<file path="src/rtl/console_pkg.sv">
// console_pkg: definitions shared by the console input and output ports.
//   - register offsets within the 8-byte console window
//   - STATUS bit positions and the DATA valid bit
//   - register-select enum and its decode helper
package console_pkg;

  localparam logic [2:0] OFF_DATA   = 3'd0;
  localparam logic [2:0] OFF_STATUS = 3'd4;

  localparam int unsigned ST_NEMPTY    = 0;
  localparam int unsigned ST_FULL      = 1;
  localparam int unsigned ST_OVF       = 2;
  localparam int unsigned ST_IRQEN     = 3;
  localparam int unsigned ST_CNT_LSB   = 8;
  localparam int unsigned DATA_VLD_BIT = 31;

  typedef enum logic {
    RegData   = 1'b0,
    RegStatus = 1'b1
  } reg_sel_e;

  // The window is 8-byte aligned, so address bit 2 alone separates DATA from STATUS.
  function automatic reg_sel_e decode_reg(input logic [2:0] off);
    return (off[2] == OFF_STATUS[2]) ? RegStatus : RegData;
  endfunction

endpackage

</file>
<file path="src/rtl/byte_fifo.sv">
// byte_fifo: synchronous byte FIFO with a registered occupancy count.
//   clk, resetn : clock, synchronous active-low reset
//   push, din   : enqueue din (ignored when full unless popping in the same cycle)
//   pop         : dequeue head (ignored when empty)
//   dout        : current head byte (meaningless while empty)
//   full, empty : occupancy flags
//   count       : number of stored bytes, 0..DEPTH
module byte_fifo #(
  parameter int unsigned DEPTH = 8,
  parameter int unsigned CNT_W = $clog2(DEPTH) + 1
) (
  input  logic             clk,
  input  logic             resetn,
  input  logic             push,
  input  logic [7:0]       din,
  input  logic             pop,
  output logic [7:0]       dout,
  output logic             full,
  output logic             empty,
  output logic [CNT_W-1:0] count
);

  localparam int unsigned PTR_W = $clog2(DEPTH);

  logic [7:0]       r_mem [DEPTH];
  logic [PTR_W-1:0] r_rd;
  logic [PTR_W-1:0] r_wr;
  logic [CNT_W-1:0] r_count;

  logic w_pop;
  logic w_push;

  assign w_pop  = pop & (r_count != '0);
  // A pop in the same cycle frees a slot, so a push into a full FIFO is still accepted.
  assign w_push = push & ((r_count != CNT_W'(DEPTH)) | w_pop);

  // Storage carries no reset; only pointers and count define what is valid.
  always_ff @(posedge clk) begin
    if (w_push) begin
      r_mem[r_wr] <= din;
    end
  end

  always_ff @(posedge clk) begin
    if (!resetn) begin
      r_rd    <= '0;
      r_wr    <= '0;
      r_count <= '0;
    end else begin
      if (w_push) r_wr <= r_wr + 1'b1;
      if (w_pop)  r_rd <= r_rd + 1'b1;
      if (w_push && !w_pop)      r_count <= r_count + 1'b1;
      else if (w_pop && !w_push) r_count <= r_count - 1'b1;
    end
  end

  assign dout  = r_mem[r_rd];
  assign full  = (r_count == CNT_W'(DEPTH));
  assign empty = (r_count == '0);
  assign count = r_count;

endmodule

</file>
<file path="src/rtl/console_in_mmio.sv">
// console_in_mmio: memory-mapped console input port on the PicoRV32 native bus.
// Host bytes strobed on in_byte/in_byte_en are queued; the CPU reads them through
// DATA (BASE_ADDR) and checks state through STATUS (BASE_ADDR+4).
//   clk, resetn            : clock, synchronous active-low reset
//   in_byte, in_byte_en    : host byte and 1-cycle push strobe (no backpressure)
//   mem_valid, mem_addr    : CPU request and byte address
//   mem_wdata, mem_wstrb   : write data and strobes (wstrb==0 means read)
//   mem_ready, mem_rdata   : 1-cycle acknowledge and read data (0 when not ready)
//   irq                    : registered level, FIFO non-empty AND irq_en
module console_in_mmio
  import console_pkg::*;
#(
  parameter logic [31:0] BASE_ADDR = 32'h1000_0010,
  parameter int unsigned DEPTH     = 8,
  parameter int unsigned CNT_W     = 4
) (
  input  logic        clk,
  input  logic        resetn,
  input  logic [7:0]  in_byte,
  input  logic        in_byte_en,
  input  logic        mem_valid,
  input  logic [31:0] mem_addr,
  input  logic [31:0] mem_wdata,
  input  logic [3:0]  mem_wstrb,
  output logic        mem_ready,
  output logic [31:0] mem_rdata,
  output logic        irq
);

  logic             w_hit;
  logic             w_is_write;
  reg_sel_e         w_sel;
  logic [7:0]       w_head;
  logic             w_full;
  logic             w_empty;
  logic [CNT_W-1:0] w_count;
  logic             w_pop;
  logic             w_ovf_set;
  logic [31:0]      w_status;
  logic [31:0]      w_rd_val;
  logic             w_unused;

  logic        r_ready;
  logic [31:0] r_rdata;
  logic        r_pop_pend;
  logic        r_ovf;
  logic        r_irq_en;
  logic        r_irq;

  // !mem_ready keeps a still-held mem_valid from being accepted twice.
  assign w_hit      = mem_valid & ~r_ready & (mem_addr[31:3] == BASE_ADDR[31:3]);
  assign w_is_write = (mem_wstrb != 4'b0000);
  assign w_sel      = decode_reg(mem_addr[2:0]);

  // The head is captured into rdata at the accept edge and popped at the edge that
  // ends the ready cycle; no new accept can happen in between.
  assign w_pop      = r_ready & r_pop_pend;
  assign w_ovf_set  = in_byte_en & w_full & ~w_pop;

  byte_fifo #(
    .DEPTH (DEPTH),
    .CNT_W (CNT_W)
  ) u_fifo (
    .clk    (clk),
    .resetn (resetn),
    .push   (in_byte_en),
    .din    (in_byte),
    .pop    (w_pop),
    .dout   (w_head),
    .full   (w_full),
    .empty  (w_empty),
    .count  (w_count)
  );

  always_comb begin
    w_status                         = '0;
    w_status[ST_NEMPTY]              = ~w_empty;
    w_status[ST_FULL]                = w_full;
    w_status[ST_OVF]                 = r_ovf;
    w_status[ST_IRQEN]               = r_irq_en;
    w_status[ST_CNT_LSB +: CNT_W]    = w_count;
  end

  always_comb begin
    w_rd_val = '0;
    if (w_sel == RegStatus) begin
      w_rd_val = w_status;
    end else if (!w_empty) begin
      w_rd_val               = {24'h0, w_head};
      w_rd_val[DATA_VLD_BIT] = 1'b1;
    end
  end

  always_ff @(posedge clk) begin
    if (!resetn) begin
      r_ready    <= 1'b0;
      r_rdata    <= '0;
      r_pop_pend <= 1'b0;
      r_ovf      <= 1'b0;
      r_irq_en   <= 1'b0;
      r_irq      <= 1'b0;
    end else begin
      r_ready    <= w_hit;
      r_rdata    <= (w_hit && !w_is_write) ? w_rd_val : 32'h0;
      r_pop_pend <= w_hit & ~w_is_write & (w_sel == RegData) & ~w_empty;
      if (w_hit && w_is_write && (w_sel == RegStatus) && mem_wstrb[0]) begin
        r_irq_en <= mem_wdata[ST_IRQEN];
        if (mem_wdata[ST_OVF]) r_ovf <= 1'b0;
      end
      // Placed after the clear so a simultaneous overflow wins.
      if (w_ovf_set) r_ovf <= 1'b1;
      r_irq <= ~w_empty & r_irq_en;
    end
  end

  assign mem_ready = r_ready;
  assign mem_rdata = r_rdata;
  assign irq       = r_irq;

  assign w_unused = ^{mem_wdata[31:4], mem_wdata[1:0], mem_wstrb[3:1], mem_addr[1:0]};

endmodule

</file>
<file path="config.mk">
export PLATFORM = sky130hd
export DESIGN_NAME = console_in_mmio
export DESIGN_NICKNAME = d
export VERILOG_FILES = /design/src/rtl/console_pkg.sv /design/src/rtl/byte_fifo.sv /design/src/rtl/console_in_mmio.sv
export SDC_FILE = /design/constraint.sdc
export NUM_CORES = 1
export LEC_CHECK = 0
export ABC_AREA = 1
export BUFFER_PORTS_ARGS = -buffer_cell sky130_fd_sc_hd__buf_2
export CAP_MARGIN = 20
export CORE_MARGIN = 1
export CORE_UTILIZATION = 56
export DETAILED_ROUTE_END_ITERATION = 8
export PLACE_DENSITY = 0.86
export SYNTH_ARGS = -nofsm -noshare
export SYNTH_HDL_FRONTEND = slang
export SYNTH_SLANG_ARGS = --single-unit
export TNS_END_PERCENT = 20
</file>
<file path="constraint.sdc">
create_clock -name clk -period 6.29 [get_ports clk]
set_clock_uncertainty 0.2 [all_clocks]
set_input_delay 0.3145 -clock clk [delete_from_list [all_inputs] [get_ports clk]]
set_output_delay 0.3145 -clock clk [all_outputs]
set_load 0.02 [all_outputs]
</file>
==> impl_metrics.tcl <==
set metrics [dict create \
    run_status "finished clean" \
    crit_arrival_ns 2.73 \
    nature_of_the_critical_path_startpoint "flop" \
    timing.critical_path.slowest_cell_delay_ns 0.36 \
    post_synth_and_or_nand_nor_area_fraction 0.229 \
    drt.antenna.violating_nets 0 \
    hold_depth 1 \
    mostFrequentLayoutCell "sky130_fd_sc_hd__nor2_1" \
    postSynthCellCount 474 \
    path_max_fanout 5 \
    worst-setup-path-type "flop to flop" \
    hpwlAfterDp_mm 6.00 \
    hold-path-endpoint "u_fifo.r_mem[0][7]$_DFFE_PP_" \
    regToRegSetupSlack_ns 3.67 \
    crit_path_top_delay_cell "sky130_fd_sc_hd__dfxtp_1" \
    coreArea_um2 7330 \
    ctsRootBufferMaster "sky130_fd_sc_hd__clkbuf_8" \
    yosys-mux-area-fraction 0 \
    drtPass1Iterations 5 \
    fin_crit_ns 2.62 \
    cap_violations 0 \
    most_common_cell_on_crit_path "sky130_fd_sc_hd__nand2_1" \
    htreeDepth 3 \
    worstPathCellList "inv_1, nand3_1, nor2_1, nand2_1, nand2_2, inv_1, ha_1, inv_1, ha_1, a21oi_1, nand2_1, a21oi_1, o21ai_0, nand2_1, nand2_1, nor2_1" \
    synth_flop_cell "sky130_fd_sc_hd__edfxtp_1" \
    antenna_cells_inserted 0 \
    ys_top_cells_by_area "sky130_fd_sc_hd__edfxtp_1, sky130_fd_sc_hd__dfxtp_1, sky130_fd_sc_hd__nor2_1" \
    grt_antenna_before_repair 0 \
    synthDominantAreaCellType "sky130_fd_sc_hd__edfxtp_1" \
    timing.reg2reg.worst_path_depth 16 \
    initial_utilization 0.585 \
    cp_num_buf_inv 3 \
    tns_ns 0 \
    grt_setup_unrepaired "false" \
    final_routed_wirelength_across_all_metal_layers_mm 8.82 \
    rows 31 \
    synth.distinct_cells 27 \
    totalPowerFinal_mw 1.18 \
    cellLeakagePower_nw 2.05 \
    final_max_slew_viol_count 0 \
    holdCritStartpoint "in_byte[7]" \
    grt_first_pass_wirelength_mm 13.2 \
    netlist.area_leader.share 0.448 \
    yosysWarnings 0 \
    post_cts_resize_count 0 \
    final_nets 621 \
    chipHeight_um 89.5 \
    drt_iter0_markers 224 \
    synthesis.area_per_instance_um2 9.04 \
    crit_family "simple AND/OR/NAND/NOR gates" \
    grt_start_max_net_pins 34 \
    endpoint_of_the_worst_register_to_register_path "u_fifo.count[3]$_SDFFE_PN0P_" \
    synthXorXnorAreaFrac 0.00204 \
    layout_common_cells "sky130_fd_sc_hd__nor2_1, sky130_fd_sc_hd__nand2_1, sky130_fd_sc_hd__edfxtp_1" \
    synth_seq_cells 95 \
    count_of_flip_flops_with_a_built_in_enable_after_synthesis 64 \
    seq_area_frac_synth 0.593 \
    viasPerCell 5.13 \
    worst_skew_pair.late_latency_ns 0.37 \
    routed-via-count 3277 \
    max-vdd-ir-drop_mv 0.154 \
    first_global_vias 2978 \
    finalSetupViolations 0 \
    timing.critical_path.required_ns 6.40 \
    syn2layout_area_growth_pct 10.8 \
    final.period_utilization 0.417 \
    gr-usage-all-layers 0.229 \
    synth_top_family_by_area "simple AND/OR/NAND/NOR gates" \
    asyncSetResetFlopFracSynth 0 \
    powerDensity_nw_per_um2 249 \
    die_w_um 89.5 \
    post_synthesis_instance_area_um2 4290 \
    io_buffers 62 \
    cts_buf_count 9 \
    io_pins 114 \
    tightest_slew_ns 0.954 \
    final-hold-violation-count 0 \
    post_synth_fa_ha_maj_area_fraction 0.0193 \
    routed_wire_length_per_instance_um 13.8 \
    relSlewSlack 0.362 \
    critPathCaptureType "flop" \
    gp_routability_congestion 0.801 \
    critical_path.reg2reg.startpoint "u_fifo.count[1]$_SDFFE_PN0P_" \
    cts_tree "done" \
    detail_route.drc_violations 0 \
    grt_overflow_total 0 \
    tritoncts_num_sinks 95 \
    timing.hold.worst.class "input pin to flop" \
    clock_slew_at_the_register_clock_pins_of_the_worst_setup_and_hold_paths_ns 0.10 \
    die_area_um2 8010 \
    layout-drive-gt1-share 0.165 \
    achievable-frequency_mhz 382 \
    cts_buffer_depth 2 \
    synth_compound_gate_area_share 0.0645 \
]
[layer usage]
metal / track usage / up-vias / wire (um)
met5: 0 / - / 0
met2: 0.409 / 160 / 4290
met1: 0.274 / 1497 / 3830
met3: 0.0452 / 6 / 628
li1: - / 1614 / -
met4: 0.0866 / 0 / 71
[worst max path at each step]
stage	from	endpoint	depth (start not counted)
after floorplan	u_fifo.count[1]$_SDFFE_PN0P_	u_fifo.count[3]$_SDFFE_PN0P_	15
after global placement	u_fifo.count[1]$_SDFFE_PN0P_	u_fifo.count[3]$_SDFFE_PN0P_	15
after detailed placement	u_fifo.count[1]$_SDFFE_PN0P_	u_fifo.count[3]$_SDFFE_PN0P_	16
after CTS	u_fifo.count[1]$_SDFFE_PN0P_	u_fifo.count[3]$_SDFFE_PN0P_	16
after global routing	u_fifo.count[1]$_SDFFE_PN0P_	u_fifo.count[3]$_SDFFE_PN0P_	16
final	u_fifo.count[1]$_SDFFE_PN0P_	u_fifo.count[3]$_SDFFE_PN0P_	16
[flip-flops by register name, indices dropped and copies added (netlist names), named ones only]
| register | cells |
|---|---|
| u_fifo.r_mem | 64 |
| mem_rdata | 13 |
| u_fifo.count | 4 |
| u_fifo.r_rd | 3 |
| u_fifo.r_wr | 3 |
| irq | 1 |
| mem_ready | 1 |
| r_irq_en | 1 |
| r_ovf | 1 |
| r_pop_pend | 1 |
[layout make-up]
| class | count | area (um2) |
|---|---|---|
| timing repair buffer | 64 | 328 |
| sequential | 95 | 2540 |
| fill | 589 | 2580 |
| multi-input combinational | 323 | 1420 |
| clock buffer | 10 | 128 |
| tap | 99 | 124 |
| inverter | 42 | 158 |
| clock inverter | 6 | 51.3 |
[timing repair]
item                                   CTS  global route
setup buffers                            0             0
endpoints found under the hold margin    1             0
hold buffers                             1             0
[where the power goes]
part           total, mW  switching (mW)  leakage (nW)  internal (mW)
Clock              0.372           0.222        0.0814          0.149
Sequential         0.693         0.00803         0.832          0.685
Combinational      0.117          0.0803          1.13         0.0362
Total               1.18           0.311          2.05          0.870
[cell usage after synthesis (5+ instances only)]
cell type	instances
sky130_fd_sc_hd__edfxtp_1	64
sky130_fd_sc_hd__a21oi_1	13
sky130_fd_sc_hd__nor2_1	125
sky130_fd_sc_hd__inv_1	40
sky130_fd_sc_hd__nand2_1	84
sky130_fd_sc_hd__dfxtp_1	31
sky130_fd_sc_hd__buf_4	22
sky130_fd_sc_hd__ha_1	5
sky130_fd_sc_hd__o21ai_1	8
sky130_fd_sc_hd__nand3_1	15
sky130_fd_sc_hd__o21ai_0	33
[kinds of logic after synthesis]
family	count (synthesis)
simple gates	242
flops	95
buf+inv	74
compound gates	55
fa+ha+maj	6
xor+xnor	1
other cells	1
[stage by stage]
step	utilization	cells	hold WS (ns)	setup WS (ns)	area, um2
after floorplan	-	492	0.213	4.04	4350
after global placement	0.622	622	0.246	3.85	4560
after detailed placement	0.622	622	0.262	3.70	4560
after CTS	0.648	639	0.00462	3.68	4750
after global routing	0.648	639	0.00465	3.51	4750
final	0.648	639	0.0190	3.67	4750
[worst reg2reg max path, cell delays in order, from the launching register on]
cell and delay (ns):
sky130_fd_sc_hd__dfxtp_1 0.36, sky130_fd_sc_hd__inv_1 0.12, sky130_fd_sc_hd__nand3_1 0.08, sky130_fd_sc_hd__nor2_1 0.21, sky130_fd_sc_hd__nand2_1 0.10, sky130_fd_sc_hd__nand2_2 0.11
sky130_fd_sc_hd__inv_1 0.08, sky130_fd_sc_hd__ha_1 0.20, sky130_fd_sc_hd__inv_1 0.14, sky130_fd_sc_hd__ha_1 0.29, sky130_fd_sc_hd__a21oi_1 0.14, sky130_fd_sc_hd__nand2_1 0.08
sky130_fd_sc_hd__a21oi_1 0.13, sky130_fd_sc_hd__o21ai_0 0.13, sky130_fd_sc_hd__nand2_1 0.08, sky130_fd_sc_hd__nand2_1 0.04, sky130_fd_sc_hd__nor2_1 0.09
No activity file was read; power rests on OpenSTA's default activity.
